$ cat src/rtl/imm_encoder_pkg.sv
// imm_encoder_pkg: format codes, instruction width, range limits and stage types
// shared by the immediate encoder slice.
`default_nettype none

package imm_encoder_pkg;

   localparam int INSTR_WIDTH = 32;

   typedef enum logic [2:0] {
      IMM_I = 3'b000,
      IMM_S = 3'b001,
      IMM_B = 3'b010,
      IMM_J = 3'b011,
      IMM_U = 3'b100
   } imm_src_e;

   localparam logic signed [31:0] I_MIN = -32'sd2048;
   localparam logic signed [31:0] I_MAX =  32'sd2047;
   localparam logic signed [31:0] B_MIN = -32'sd4096;
   localparam logic signed [31:0] B_MAX =  32'sd4094;
   localparam logic signed [31:0] J_MIN = -32'sd1048576;
   localparam logic signed [31:0] J_MAX =  32'sd1048574;

   typedef struct packed {
      logic [31:0]            imm;
      logic [2:0]             src;
      logic [INSTR_WIDTH-1:0] base;
   } s1_t;

   function automatic logic out_of_range(input logic signed [31:0] v,
                                         input logic signed [31:0] lo,
                                         input logic signed [31:0] hi);
      return (v < lo) || (v > hi);
   endfunction

endpackage

`default_nettype wire

$ cat src/rtl/imm_encoder_if.sv
// imm_encoder_if: input/output beat handshake bundle; master is the loader side,
// slave is the encoder.
`default_nettype none

interface imm_encoder_if;
   import imm_encoder_pkg::*;

   logic                   in_valid;
   logic                   in_ready;
   logic [2:0]             in_imm_src;
   logic [31:0]            in_imm;
   logic [INSTR_WIDTH-1:0] in_base;
   logic                   out_valid;
   logic                   out_ready;
   logic [INSTR_WIDTH-1:0] out_instr;
   logic                   out_err;
   logic [31:0]            out_addr;

   modport master (
      output in_valid, in_imm_src, in_imm, in_base, out_ready,
      input  in_ready, out_valid, out_instr, out_err, out_addr
   );

   modport slave (
      input  in_valid, in_imm_src, in_imm, in_base, out_ready,
      output in_ready, out_valid, out_instr, out_err, out_addr
   );

endinterface

`default_nettype wire

$ cat src/rtl/imm_pack.sv
// imm_pack: scatters an immediate into the RV32I field layout of the selected
// format and flags values that the format cannot represent.
`default_nettype none

module imm_pack
   import imm_encoder_pkg::*;
(
   input  logic signed [31:0]      imm_i,
   input  logic [2:0]              src_i,
   input  logic [INSTR_WIDTH-1:0]  base_i,
   output logic [INSTR_WIDTH-1:0]  instr_o,
   output logic                    err_o
);

   always_comb begin
      instr_o = base_i;
      err_o   = 1'b0;
      case (src_i)
         IMM_I: begin
            instr_o[31:20] = imm_i[11:0];
            err_o          = out_of_range(imm_i, I_MIN, I_MAX);
         end
         IMM_S: begin
            instr_o[31:25] = imm_i[11:5];
            instr_o[11:7]  = imm_i[4:0];
            err_o          = out_of_range(imm_i, I_MIN, I_MAX);
         end
         IMM_B: begin
            instr_o[31]    = imm_i[12];
            instr_o[30:25] = imm_i[10:5];
            instr_o[11:8]  = imm_i[4:1];
            instr_o[7]     = imm_i[11];
            err_o          = out_of_range(imm_i, B_MIN, B_MAX) || imm_i[0];
         end
         IMM_J: begin
            instr_o[31]    = imm_i[20];
            instr_o[30:21] = imm_i[10:1];
            instr_o[20]    = imm_i[11];
            instr_o[19:12] = imm_i[19:12];
            err_o          = out_of_range(imm_i, J_MIN, J_MAX) || imm_i[0];
         end
         IMM_U: begin
            instr_o[31:12] = imm_i[31:12];
            err_o          = (imm_i[11:0] != 12'd0);
         end
         // Unknown format: word passes through untouched but is marked bad.
         default: err_o = 1'b1;
      endcase
   end

endmodule

`default_nettype wire

$ cat src/rtl/imm_encoder.sv
// imm_encoder: two-stage valid/ready immediate encoder with a running word
// address and a saturating count of erroneous beats delivered.
`default_nettype none

module imm_encoder
   import imm_encoder_pkg::*;
#(
   parameter int          ERR_CNT_W = 8,
   parameter logic [31:0] ADDR_RST  = 32'h0000_0000
) (
   input  logic                 clk,
   input  logic                 rstn,
   input  logic                 flush,
   imm_encoder_if.slave         bus,
   output logic [ERR_CNT_W-1:0] err_count
);

   logic                   s1_v_q, s1_v_d;
   s1_t                    s1_q, s1_d;
   logic                   s2_v_q, s2_v_d;
   logic [INSTR_WIDTH-1:0] s2_instr_q, s2_instr_d;
   logic                   s2_err_q, s2_err_d;
   logic [31:0]            addr_q, addr_d;
   logic [ERR_CNT_W-1:0]   err_cnt_q, err_cnt_d;

   logic [INSTR_WIDTH-1:0] pack_instr;
   logic                   pack_err;
   logic                   s2_adv, s1_adv, out_fire;

   imm_pack u_pack (
      .imm_i   (s1_q.imm),
      .src_i   (s1_q.src),
      .base_i  (s1_q.base),
      .instr_o (pack_instr),
      .err_o   (pack_err)
   );

   // A stage may load when the stage after it is empty or draining this cycle.
   assign s2_adv   = !s2_v_q || bus.out_ready;
   assign s1_adv   = !s1_v_q || s2_adv;
   assign out_fire = s2_v_q && bus.out_ready;

   always_comb begin
      s1_v_d     = s1_v_q;
      s1_d       = s1_q;
      s2_v_d     = s2_v_q;
      s2_instr_d = s2_instr_q;
      s2_err_d   = s2_err_q;
      addr_d     = addr_q;
      err_cnt_d  = err_cnt_q;

      if (s2_adv) begin
         s2_v_d = s1_v_q;
         if (s1_v_q) begin
            s2_instr_d = pack_instr;
            s2_err_d   = pack_err;
         end
      end
      if (s1_adv) begin
         s1_v_d = bus.in_valid;
         if (bus.in_valid) begin
            s1_d = '{imm: bus.in_imm, src: bus.in_imm_src, base: bus.in_base};
         end
      end
      if (out_fire) begin
         addr_d = addr_q + 32'd4;
         if (s2_err_q && !(&err_cnt_q)) begin
            err_cnt_d = err_cnt_q + 1'b1;
         end
      end
      // Flush drops every beat in flight, including any handshake this cycle.
      if (flush) begin
         s1_v_d    = 1'b0;
         s2_v_d    = 1'b0;
         addr_d    = addr_q;
         err_cnt_d = err_cnt_q;
      end
   end

   always_ff @(posedge clk) begin
      if (!rstn) begin
         s1_v_q     <= 1'b0;
         s1_q       <= '0;
         s2_v_q     <= 1'b0;
         s2_instr_q <= '0;
         s2_err_q   <= 1'b0;
         addr_q     <= ADDR_RST;
         err_cnt_q  <= '0;
      end else begin
         s1_v_q     <= s1_v_d;
         s1_q       <= s1_d;
         s2_v_q     <= s2_v_d;
         s2_instr_q <= s2_instr_d;
         s2_err_q   <= s2_err_d;
         addr_q     <= addr_d;
         err_cnt_q  <= err_cnt_d;
      end
   end

   assign bus.in_ready  = s1_adv;
   assign bus.out_valid = s2_v_q;
   assign bus.out_instr = s2_instr_q;
   assign bus.out_err   = s2_err_q;
   assign bus.out_addr  = addr_q;
   assign err_count     = err_cnt_q;

endmodule

`default_nettype wire

$ cat src/flat_wrapper.sv
// flat-port wrapper written by rule: the top's interface ports become plain ports
module imm_encoder_flat import imm_encoder_pkg::*;
#(
   parameter int          ERR_CNT_W = 8,
   parameter logic [31:0] ADDR_RST  = 32'h0000_0000
)
  (clk, rstn, flush, err_count, bus_in_valid, bus_in_imm_src, bus_in_imm, bus_in_base, bus_out_ready, bus_in_ready, bus_out_valid, bus_out_instr, bus_out_err, bus_out_addr);
  imm_encoder_if bus_i ();
  input  logic clk;
  input  logic rstn;
  input  logic flush;
  output logic [ERR_CNT_W-1:0] err_count;
  input wire logic [$bits(bus_i.in_valid)-1:0] bus_in_valid;
  input wire logic [$bits(bus_i.in_imm_src)-1:0] bus_in_imm_src;
  input wire logic [$bits(bus_i.in_imm)-1:0] bus_in_imm;
  input wire logic [$bits(bus_i.in_base)-1:0] bus_in_base;
  input wire logic [$bits(bus_i.out_ready)-1:0] bus_out_ready;
  output wire logic [$bits(bus_i.in_ready)-1:0] bus_in_ready;
  output wire logic [$bits(bus_i.out_valid)-1:0] bus_out_valid;
  output wire logic [$bits(bus_i.out_instr)-1:0] bus_out_instr;
  output wire logic [$bits(bus_i.out_err)-1:0] bus_out_err;
  output wire logic [$bits(bus_i.out_addr)-1:0] bus_out_addr;
  assign bus_i.in_valid = bus_in_valid;
  assign bus_i.in_imm_src = bus_in_imm_src;
  assign bus_i.in_imm = bus_in_imm;
  assign bus_i.in_base = bus_in_base;
  assign bus_i.out_ready = bus_out_ready;
  assign bus_in_ready = bus_i.in_ready;
  assign bus_out_valid = bus_i.out_valid;
  assign bus_out_instr = bus_i.out_instr;
  assign bus_out_err = bus_i.out_err;
  assign bus_out_addr = bus_i.out_addr;
  imm_encoder #(.ERR_CNT_W(ERR_CNT_W), .ADDR_RST(ADDR_RST)) u_core (.clk(clk), .rstn(rstn), .flush(flush), .bus(bus_i), .err_count(err_count));
endmodule
$ cat config.mk
export PLATFORM = sky130hd
export DESIGN_NAME = imm_encoder_flat
export DESIGN_NICKNAME = d
export VERILOG_FILES = /design/src/rtl/imm_encoder_pkg.sv /design/src/rtl/imm_encoder_if.sv /design/src/rtl/imm_pack.sv /design/src/rtl/imm_encoder.sv /design/src/flat_wrapper.sv
export SDC_FILE = /design/constraint.sdc
export NUM_CORES = 1
export LEC_CHECK = 0
export CAP_MARGIN = 25
export CORE_AREA = 2 2 112 114
export CTS_CLUSTER_SIZE = 28
export DETAILED_ROUTE_END_ITERATION = 7
export DIE_AREA = 0 0 114 116
export PLACE_DENSITY_LB_ADDON = 0.15
export SLEW_MARGIN = 20
export SYNTH_ARGS = -nofsm -noshare
export SYNTH_HDL_FRONTEND = slang
export SYNTH_SLANG_ARGS = --single-unit
$ cat constraint.sdc
create_clock -name clk -period 2.5 [get_ports clk]
set_input_delay 0.25 -clock clk [delete_from_list [all_inputs] [get_ports clk]]
set_output_delay 0.25 -clock clk [all_outputs]
set_load 0.01 [all_outputs]
==> impl_summary.md, run 1 <==
Outcome
The run finished with clean final reports.

Finish
The share of the core filled with cells in the final layout is 66.83%. The number of nets in the final layout is 932. The relative area change from synthesis to final layout is 36.44%. The fraction of final layout cells sized beyond drive strength 1 is 6.315%.

After filler insertion, the fill cell instance count of the layout stands at between 900 and 1000. The number of antenna diodes is 0.

Worst setup path
The critical path is of the reg2out type. The reg-to-reg critical path endpoint is u_core.bus.out_addr[31]. The number of cells on the worst reg-to-reg path is 5. The largest fanout on the critical path is 5. The minimum setup slack among reg-to-reg paths is 0.45 ns.

STA classifies the critical path startpoint as a register. Data on the critical path is required at its endpoint by 2.25 ns. For the worst setup path, the data arrival time is around 1.8 ns. The startpoint identified for the worst register-to-register timing path is u_core.bus.out_addr[7]. The sort of element at the end of the critical path is an output pin.

Routing
For this block, the initial DRC count from the detailed router was approximately 460. The final routed wirelength across all metal layers is between 15 and 20 mm. The total DRC errors in the routed layout is 0. The count of antenna-violating nets left after detailed routing is 0. After detailed routing, the average wire length per cell comes to 15.42 microns. The detailed-routing iteration count for the pre-antenna-repair pass is 5. In the routed layout, each cell is associated on average with a via count of 5.521.

The routed layout has approximately 5600 vias.

Die
The width of the die is between 100 and 150 microns. The vertical die dimension is 116 microns. The count of standard-cell rows is 40. The die covers between 0.01 and 0.015 sq mm. ~150 I/O pins were placed. Once the floorplan was initialized, standard cells occupied 48.98% of the core. In this run the standard cell core region covers 0.01191 sq mm.

Power and ir drop
The peak ir drop on the vdd network is 0.0004742 V. Summed over all cells, the static leakage comes to 0.002814 uW. The power consumption is about 5300 uW. Dividing total power by cell area gives a power density of 664.8 mW/mm^2.

Run
The tool flagged a number of max-cap violations equal to 0.

Timing
The final critical-path required period is 2.056 ns. The transition at the pin with the smallest max-transition slack is 0.7607 ns. Of the available clock period, the critical path in the final layout requires 82.26%. The worst pin sits at a relative slew slack of around half. Setup repair after global routing left no endpoint under its margin. The number of max-slew violations in the final report is 0. The peak clock frequency supported by timing is just under 0.5 GHz.

The setup TNS is 0 ns. The minimum hold slack is 0.3667 ns. The clock skew is 0.008203 ns.

The final worst-path setup slack is around 0.44 ns. The hold violation count in the final report is 0. Setup violations remaining at the end of the flow were counted as 0.

Placed design
The pre-CTS setup slack is 0.3380 ns. Once detailed placement completed, the half-perimeter wirelength came to 10.95 mm. Routability-driven placement finished with a final weighted congestion of 0.8694. Buffers placed on the I/O ports in this run total 144.

Clocking
Clock tree synthesis inserted a total of 17 buffers. The source-to-sink clock delay at the later pin of the worst-skew pair is 0.43 ns. The library cell used as clock root buffer is sky130_fd_sc_hd__clkbuf_16. The clock tree from TritonCTS is built.

After clock tree synthesis, the flow added hold-fix buffers numbering 0. Counting along the longest clock path gives a buffer depth of 2. The tree built by TritonCTS fans out to 140 sinks.

Clock-pin slew was measured on the worst setup and hold paths at around 0.06 ns. The H-tree generated during clock tree synthesis spans 4 levels. The number of setup buffers added after CTS is 0.

The number of gates resized after CTS is 0.

Synthesis
The sequential share of the synthesized area is 48.04%. The cell area after technology mapping is 0.005834 sq mm. The netlist uses 47 different library cells.

In the synthesized netlist the dominant register cell turns out to be sky130_fd_sc_hd__dfxtp_1. The share of the synthesized area in the top cell type is 48.04%. Ranked by total cell area, the synthesized netlist is headed by sky130_fd_sc_hd__dfxtp_1 48%, sky130_fd_sc_hd__nand2_1 12%, sky130_fd_sc_hd__a21oi_1 8.3%. The synthesized area per cell is 7.949 sq um. The total of flip-flops plus latches after synthesis is 140.

The number of flops mapped to enable cells by yosys is 0. For this run, the number of Yosys warnings is 0. sky130_fd_sc_hd__dfxtp_1 takes more of the synthesized area than any other cell. The count of mapped cells out of synthesis is ~730. Of all flip-flops after synthesis, the portion carrying an async set or reset was 0%.

Global route
The number of antenna violations at the first check in global routing is 0. The total congestion overflow is 0. The wire length of the first global-routing pass is 25.30 mm.

Entering global routing, the biggest net connects 88 pins. The number of global-route vias before repair was ~5200. For this run, the total global-route usage over all layers was measured as 24.32%.

Hold path
The type of the tightest min-delay check is in2reg. The worst hold path stage count is 3. The capture endpoint of the worst hold path is u_core.s1_q[18]. The start point of the worst min-delay path is bus_in_base[18].
-- routing by layer --
layer	wire [microns]	global-route usage [%]	part of all wire, %
met5	0	0	0
met3	969	6.119	6.2
met2	7515	40.40	48
met4	518	11.95	3.3
met1	6695	29.58	43
-- sequential cells by signal, summed over array words and instances (netlist names) --
signal                cells
u_core.s1_q              67
u_core.bus.out_instr     32
u_core.bus.out_addr      30
u_core.err_count          8
u_core.bus.out_err        1
u_core.bus.out_valid      1
u_core.s1_v_q             1
-- logic make-up after synthesis --
group	after synthesis	synth area share (%)
other	1	0.06427
adders and majority gates	2	0.4288
and+or+nand+nor	338	25.76
muxes	17	2.938
buffers and inverters	62	4.332
DFF	140	48.04
xor gates and xnor gates	27	4.053
AOI/OAI and AO/OA	147	14.39
-- cells in the mapped netlist, drive strengths merged, types with 2 or more instances --
| cell | n |
|---|---|
| and4 | 3 |
| nand3 | 18 |
| and2 | 2 |
| ha | 2 |
| o21ai | 17 |
| nor4 | 17 |
| dfxtp | 140 |
| nand2 | 183 |
| or2 | 3 |
| buf | 12 |
| clkbuf | 40 |
| nor2b | 3 |
| nand4 | 13 |
| a211oi | 13 |
| inv | 10 |
| or3 | 8 |
| mux2i | 16 |
| nor2 | 66 |
| xor2 | 4 |
| nor3 | 11 |
| a21oi | 98 |
| a311oi | 6 |
| and3 | 4 |
| xnor2 | 23 |
| nand2b | 4 |
| a221oi | 4 |
-- layout by cell type (no fill, tap or decap), drive strengths merged, types with 2 or more instances in the layout --
| cell type | netlist | routed |
|---|---|---|
| nand2 | 183 | 183 |
| clkdlybuf4s50 | 0 | 144 |
| dfxtp | 140 | 140 |
| a21oi | 98 | 98 |
| nor2 | 66 | 66 |
| clkbuf | 40 | 26 |
| xnor2 | 23 | 23 |
| nand3 | 18 | 18 |
| o21ai | 17 | 17 |
| nor4 | 17 | 17 |
| mux2i | 16 | 16 |
| a211oi | 13 | 13 |
| nand4 | 13 | 13 |
| buf | 12 | 12 |
| nor3 | 11 | 11 |
| inv | 10 | 9 |
| or3 | 8 | 8 |
| a311oi | 6 | 6 |
| clkinv | 0 | 5 |
| xor2 | 4 | 4 |
| nand2b | 4 | 4 |
| and3 | 4 | 4 |
| a221oi | 4 | 4 |
| or2 | 3 | 3 |
| and4 | 3 | 3 |
| nor2b | 3 | 3 |
| ha | 2 | 2 |
| conb | 1 | 2 |
| and2 | 2 | 2 |
-- worst max-delay path: stages, from the launching register on --
cell                              delay (ns)
sky130_fd_sc_hd__dfxtp_1                0.37
sky130_fd_sc_hd__nor2b_1                0.33
sky130_fd_sc_hd__nand2_1                0.16
sky130_fd_sc_hd__clkdlybuf4s50_1        0.53
-- area by class of cell --
type / count / area (sq um) / share of cell area, %
sequential: 140 / 2803 / 35.21
multi-input combinational: 533 / 2789 / 35.04
timing repair buffer: 156 / 1569 / 19.71
clock buffer: 26 / 519.2 / 6.523
tap: 147 / 183.9 / 2.311
clock inverter: 6 / 57.56 / 0.7230
inverter: 10 / 38.79 / 0.4873
-- per-stage QoR --
step           std cells  cell area [sq um]
2_1_floorplan        735               5838
3_3_place_gp         986               7383
3_5_place_dp         986               7383
4_1_cts             1018               7960
5_1_grt             1018               7960
6_report            1018               7960
-- worst max path at each step --
stage                            from                      end  slack [ns]  cells after the start
6_report         u_core.bus.out_valid             bus_in_ready        0.44                      3
5_1_grt        u_core.bus.out_addr[7]  u_core.bus.out_addr[31]        0.25                      5
4_1_cts          u_core.bus.out_valid             bus_in_ready        0.42                      3
3_5_place_dp            bus_out_ready  u_core.bus.out_addr[28]        0.34                      6
3_3_place_gp                    flush  u_core.bus.out_addr[28]        0.42                      6
2_1_floorplan  u_core.bus.out_addr[7]  u_core.bus.out_addr[28]        0.71                      6
-- power breakdown --
| part | internal [uW] | switching, uW | total, uW |
|---|---|---|---|
| Sequential | 2320 | 74.7 | 2390 |
| Combinational | 239 | 230 | 468 |
| Clock | 1520 | 914 | 2430 |
| Total | 4070 | 1220 | 5290 |
(Power assumes the default switching activity.)
==> inputs of run 2 (changes only) <==
CORE_AREA = 2 2 113 115   (was 2 2 112 114)
DIE_AREA = 0 0 115 117   (was 0 0 114 116)
clock period = 2.1 ns   (was 2.5 ns; I/O delays follow)
==> run 2 against run 1 <==
  * First-iteration DRC count increased by 3.9%
  * Flip-flop and latch count is the same
  * Critical path type unchanged
  * Highest routed layer unchanged
  * Hold slack got worse by 0.025 ns
  * Combinational power increased by 23%
  * Worst setup slack worse by 0.28 ns
  * Sequential share of layout area decreased by 0.48 points
==> impl_summary.md, run 2 (synthesized netlist as in run 1, its figures left out) <==
Global route
The wire length of the first global-routing pass is 25.07 mm (-0.90%). The number of global-route vias before repair is 5211 (-0.31%). The total congestion overflow is 0 (unchanged). The maximum number of pins on one net before global-route repair is 68 (-23%).

The number of antenna violations at the first check in global routing came to 0 (unchanged). The combined global-route utilization of all metal layers is 23.56% (-0.76 points).

Routing
The number of DRC violations after detailed-routing iteration 0 is 475 (+3.9%). The total DRC errors in the routed layout is 0 (unchanged). The detailed-routing iteration count for the pre-antenna-repair pass is 4 (-1).

The via count normalized by instance count is 5.451 (-1.3%). The final routed wirelength across all metal layers is 15.76 mm (+0.41%). The post-detailed-route wirelength per cell was 15.35 microns (-0.47%). The overall via count from detail_route is 5598 (-0.39%). The count of antenna-violating nets left after detailed routing is 0 (unchanged).

Worst setup path
The required time reported for the critical path endpoint is 1.89 ns (-0.36 ns). The worst setup path is captured at an output pin. The startpoint of the worst-slack reg-to-reg timing path is u_core.bus.out_addr[8].

The count of cells along the worst register-to-register path is 5 (unchanged). For this design, the slowest cell found on the critical path is sky130_fd_sc_hd__clkdlybuf4s50_1. The data arrival time of the critical path was 1.72 ns (-0.09 ns). The reg-to-reg critical path endpoint is u_core.bus.out_addr[30].

The family of cells with the greatest summed delay on the critical path is buffers and inverters. The kind of launch point of the worst setup path is a register. The most critical setup path has its startpoint at u_core.bus.out_valid.

The combined buffer and inverter count along the critical path is 1 (unchanged). The worst setup path category is reg2out. The largest fanout on the critical path is 4 (-1). The stage delay of the slowest cell on the critical path came to 0.51 ns (-0.02 ns). The minimum setup slack among reg-to-reg paths is 0.20 ns (-0.25 ns). The signal on the critical path passes through nor2b_1 -> nand2_1 -> clkdlybuf4s50_1.

Clocking
The number of buffers inserted to repair setup after CTS is 0 (unchanged). The number of gates resized after CTS came to 0 (unchanged). TritonCTS built the clock tree. In this run the clock root is driven by a sky130_fd_sc_hd__clkbuf_16. The register clock-pin slew on the reported worst setup and hold paths is 0.06 ns (about the same). The largest buffer count on any clock path is 2 (unchanged). The TritonCTS sink count is 140 (unchanged). The number of buffers added to fix hold violations after cts is 0 (unchanged).

The source-to-sink clock delay at the later pin of the worst-skew pair is 0.42 ns (about the same). The depth of the CTS H-tree is 4 (unchanged). The number of buffers created by CTS was 17 (unchanged).

Die
The floorplan core area came to 0.01231 sq mm (+3.4%). The full die area is 0.01346 sq mm (+1.7%). The I/O pin count is 147 (unchanged). The count of standard-cell rows came to 41 (+2.5%). The width of the die is 115 microns (+0.88%). The vertical die dimension came to 117 microns (+0.86%). The initial cell density of the core is 47.39% (-1.6 points).

Timing
The final setup violation count is 0 (unchanged). Counting I/O delays and the setup requirement, the final critical path takes slightly below 2 ns. Based on the critical path, the design can be clocked at up to 0.5174 GHz. The hold violation count in the final report is 0 (unchanged). The number of max-slew violations in the final report is 0 (unchanged). The final worst-path setup slack came to 0.1672 ns (-0.2764 ns). The clock skew came to 0.009423 ns (+0.001221 ns). The minimum hold slack was 0.3417 ns (-0.02506 ns). The setup TNS was 0 ns (unchanged).

The worst relative slew slack is 59.99% (+11 points). The post-route fraction of the period consumed by the critical path is 92.04%. The transition at the pin with the smallest max-transition slack is 0.5976 ns (-0.1631 ns). Setup repair after global routing left no endpoint under its margin.

Power and ir drop
The leakage dissipation is 0.002872 uW (+2.1%). The peak ir drop on the vdd network is 0.0005512 V (+16%). The power density relative to cell area is 778.2 mW/mm^2 (+17%). The power consumption is 6279 uW (+19%).

Finish
The number of flip-flops under the largest register name is 67 (unchanged). The commonest non-fill, non-tap cell in the layout is sky130_fd_sc_hd__nand2_1. From synthesis to final layout, the design area changed by 38.30%. The fraction of final layout cells sized beyond drive strength 1 is 7.298% (+0.98 points).

The number of antenna diodes was 0 (unchanged). The number of nets in the final layout is 940 (+0.86%). The top cell types in the final layout, fill and taps aside, are 182 x sky130_fd_sc_hd__nand2_1, 144 x sky130_fd_sc_hd__clkdlybuf4s50_1, 140 x sky130_fd_sc_hd__dfxtp_1. The register with the highest flop count is u_core.s1_q.

Placed design
The detailed placement HPWL was 10.97 mm (+0.18%). The pre-CTS setup slack is 0.002601 ns (-0.3354 ns). The final weighted congestion of routability-driven global placement is 0.8675 (-0.22%). The count of input and output buffers came to 144 (unchanged).

Hold path
The path with the worst hold slack has its endpoint at u_core.s1_q[16]. The worst hold path stage count was 3 (unchanged). The start point of the worst min-delay path is bus_in_base[16]. The type of the tightest min-delay check is in2reg.

Outcome
The flow ran to the end, and the final reports show no timing, DRC or antenna violations.

Run
The number of maximum-capacitance constraint violations is 0 (unchanged).
run 2: cell count changes in the layout (fill, tap and decap cells not counted):
cell	delta
sky130_fd_sc_hd__buf_4	+4
sky130_fd_sc_hd__buf_12	+4
sky130_fd_sc_hd__inv_4	+1
sky130_fd_sc_hd__clkbuf_1	-3
run 2: worst reg2reg max path, cell delays in order (launching register included):
cell,delay (ns)
sky130_fd_sc_hd__dfxtp_1,0.38
sky130_fd_sc_hd__and4_1,0.35
sky130_fd_sc_hd__nand4_4,0.21
sky130_fd_sc_hd__or3_4,0.39
sky130_fd_sc_hd__or3_1,0.35
sky130_fd_sc_hd__a21oi_1,0.15
run 2: area by class of cell:
| cell class | count | area [sq um] |
|---|---|---|
| well taps | 150 | 187.7 |
| repair buffers | 164 | 1679 |
| fillers | 1067 | 4243 |
| multi-input cells | 533 | 2789 |
| clock inverters | 7 | 62.56 |
| inverters | 10 | 40.04 |
| flip-flops and latches | 140 | 2803 |
| clock buffers | 23 | 508.0 |
run 2: worst max path at each step:
| stage | slack (ns) | end | cells past startpoint |
|---|---|---|---|
| 5_1_grt | 0.02 | bus_in_ready | 3 |
| 2_1_floorplan | 0.31 | u_core.bus.out_addr[28] | 6 |
| 3_5_place_dp | 0.003 | u_core.bus.out_addr[28] | 6 |
| 4_1_cts | 0.15 | bus_in_ready | 3 |
| 3_3_place_gp | 0.04 | u_core.bus.out_addr[28] | 6 |
| 6_report | 0.17 | bus_in_ready | 3 |
run 2: per-layer routing:
metal	global-route usage [%]	wire (microns)
met5	0	0
met4	10.28	358
met3	4.737	948
met2	39.37	7717
met1	29.73	6739
run 2: metrics by stage:
step	cells	utilization, %	instance area, sq um
2_1_floorplan	735	-	5838
3_3_place_gp	997	60.90	7498
3_5_place_dp	997	60.90	7498
4_1_cts	1027	65.54	8069
5_1_grt	1027	65.54	8069
6_report	1027	65.54	8069
run 2: power by group:
part           leakage [uW]  internal (uW)  total [uW]  switching, uW
Combinational       0.00144            298         577            279
Clock              0.000286           1790        2850           1060
Sequential          0.00114           2760        2850           89.9
==> inputs of run 3 (changes only) <==
SLEW_MARGIN = unset   (was 20)
clock period = 1.89 ns   (was 2.1 ns; I/O delays follow)
==> run 3 against run 2 <==
  * Largest power group unchanged
  * Flip-flop and latch count unchanged
  * Critical endpoint is now u_core.bus.out_addr[28]
  * Largest cell class is now multi-input gates
  * Final area is 1.5% higher
  * Register-to-register slack lost 0.08 ns
  * Global-route usage is 0.17 points higher
  * First-iteration DRC count rose by 1.7%
  * Critical path depth grew 2
  * Die area is the same
==> impl_summary.md, run 3 (synthesized netlist as in run 1, its figures left out) <==
Clocking
The tree is rooted in a sky130_fd_sc_hd__clkbuf_16. The register clock-pin slew on the reported worst setup and hold paths came to 0.06 ns (about the same). The number of buffers added to fix hold violations after cts is 0 (unchanged). The clock tree from TritonCTS is built. The TritonCTS sink count was 140 (unchanged). The largest buffer count on any clock path was 2 (unchanged). The depth of the CTS H-tree is 4 (unchanged). The number of buffers created by CTS is 17 (unchanged). The source-to-sink clock delay at the later pin of the worst-skew pair is 0.42 ns (about the same).

Routing
The post-detailed-route wirelength per cell is 15.17 microns (-1.1%). The number of DRC violations after detailed-routing iteration 0 was 483 (+1.7%). The total DRC errors in the routed layout is 0 (unchanged). The via count normalized by instance count came to 5.421 (-0.54%). The count of antenna-violating nets left after detailed routing came to 0 (unchanged). The final routed wirelength across all metal layers is 15.81 mm (+0.30%). The overall via count from detail_route was 5649 (+0.91%). The detailed-routing iteration count for the pre-antenna-repair pass is 5 (+1).

Timing
The number of max-slew violations in the final report is 0 (unchanged). The final setup violation count is 0 (unchanged). The hold violation count in the final report is 0 (unchanged). After layout, the minimum clock period comes to about 1.8 ns. Setup repair after global routing left no endpoint under its margin. The peak clock frequency supported by timing is ~0.57 GHz. The clock skew is 0.006123 ns (-0.003300 ns). The post-route fraction of the period consumed by the critical path is 93.53%. The final worst-path setup slack came to 0.1222 ns (-0.04504 ns).

Worst setup path
The critical path goes through and4b_2 -> nand3_1 -> or3_4 -> or3_1 -> a21oi_1. STA classifies the critical path endpoint as a register. The worst setup path category is reg2reg. On the critical path, the stage with the largest delay is an instance of sky130_fd_sc_hd__or3_4. STA classifies the critical path startpoint as a register. The data arrival time of the critical path is 2.11 ns (+0.39 ns). The stage delay of the slowest cell on the critical path was 0.42 ns (-0.09 ns). The largest fanout on the critical path is 4 (unchanged). The required time reported for the critical path endpoint is 2.24 ns (+0.35 ns).

Power and ir drop
The power consumption is 6821 uW (+8.6%). The power density relative to cell area is 832.6 mW/mm^2 (+7.0%). The leakage dissipation came to 0.002937 uW (+2.3%). The peak ir drop on the vdd network came to 0.0006458 V (+17%).

Die
The floorplan core area is 0.01231 sq mm (unchanged). The vertical die dimension is 117 microns (unchanged). The I/O pin count is 147 (unchanged). The width of the die is 115 microns (unchanged).

The count of standard-cell rows is 41 (unchanged). The full die area is 0.01346 sq mm (unchanged). The initial cell density of the core is 47.39% (unchanged).

Finish
The number of antenna diodes is 0 (unchanged). The multi-input combinational cell area was 0.002813 sq mm (+0.85%). The final standard cell area without fillers is 0.008193 sq mm (+1.5%).

The number of inserted filler cells in the final layout is 1048 (-1.8%). The final instance count without filler cells came to 1042 (+1.5%). The number of flip-flops under the largest register name is 67 (unchanged).

The library cell used most frequently in the layout, excluding fill and tap cells, is sky130_fd_sc_hd__nand2_1. The number of nets in the final layout came to 954 (+1.5%). Counting flops per register, the top entry is u_core.s1_q.

The register cell area after layout is 0.002803 sq mm (unchanged). The share of the core filled with cells in the final layout came to 66.54% (+1.0 points). The relative area change from synthesis to final layout is 40.42%. In the layout the commonest cells are 182 x sky130_fd_sc_hd__nand2_1, 143 x sky130_fd_sc_hd__clkdlybuf4s50_1, 140 x sky130_fd_sc_hd__dfxtp_1. The fraction of final layout cells sized beyond drive strength 1 came to 9.193% (+1.9 points).

Hold path
The type of the tightest min-delay check is in2reg.

Global route
The combined global-route utilization of all metal layers is 23.74% (+0.17 points). The total congestion overflow is 0 (unchanged). The wire length of the first global-routing pass is 25.19 mm (+0.47%). The number of global-route vias before repair is 5279 (+1.3%).

The maximum number of pins on one net before global-route repair is 64 (-5.9%). The number of antenna violations at the first check in global routing is 0 (unchanged).

Placed design
The placement-stage cell area is 0.007626 sq mm (+1.7%). The detailed placement HPWL is 11.31 mm (+3.1%). The count of input and output buffers was 144 (unchanged). The final weighted congestion of routability-driven global placement is 0.8840 (+1.9%). The placed cell count is 1009 (+1.2%). The pre-CTS setup slack is -0.1491 ns (-0.1517 ns).

Outcome
The flow ran to the end, and the final reports show no timing, DRC or antenna violations.

Run
The number of maximum-capacitance constraint violations is 0 (unchanged).
[run 3: cell count changes in the layout (fill, tap and decap cells not counted), sizes merged]
cell	change
buf	+14
clkinv	+4
clkdlybuf4s50	-1
clkbuf	-2
dlymetal6s2s	+1
clkinvlp	-1
[run 3: report_power, final]
part	total (uW)	internal, uW	switching (uW)
Clock	3000	1810	1190
Combinational	663	348	315
Sequential	3160	3060	94.6
[run 3: repair_timing]
item                                    CTS  global route
pin swaps                                 0             2
endpoints found under the setup margin    1            17
resized for setup                         1             6
buffers inserted                          0             2
[run 3: per-stage QoR]
stage,hold WS [ns],setup TNS (ns)
finish,0.3194,0
global route,0.3222,0
CTS,0.3084,0
detailed placement,0.4452,-0.8079
global placement,0.4395,-0.3063
floorplan,0.3064,0
[run 3: final timing paths]
path                                        startpoint                 endpoint  slack, ns  cells past startpoint
worst max-delay path            u_core.bus.out_addr[4]  u_core.bus.out_addr[28]       0.12                      5
worst max register to register  u_core.bus.out_addr[4]  u_core.bus.out_addr[28]       0.12                      5
worst min-delay path                   bus_in_base[16]          u_core.s1_q[16]       0.32                      3
worst min register to register          u_core.s1_q[8]           u_core.s1_q[8]       0.45                      2
[run 3: area by class of cell]
cell class	count	share of cell area, %
Sequential cell	140	34.21
Multi-Input combinational cell	533	34.33
Inverter	10	0.4887
Timing Repair Buffer	178	22.27
Clock inverter	10	0.9163
Tap cell	150	2.291
Clock buffer	21	5.498
[run 3: worst max-delay path, delay by kind of cell (launching register included)]
family | cells | cell delay [ns]
compound gates | 1 | 0.14
flops | 1 | 0.37
simple gates | 4 | 1.19
[run 3: metal layers]
metal  global-route usage (%)  wire (microns)
met5                        0               0
met4                    9.157             309
met3                    5.510             814
met2                    40.16            7764
met1                    29.58            6921
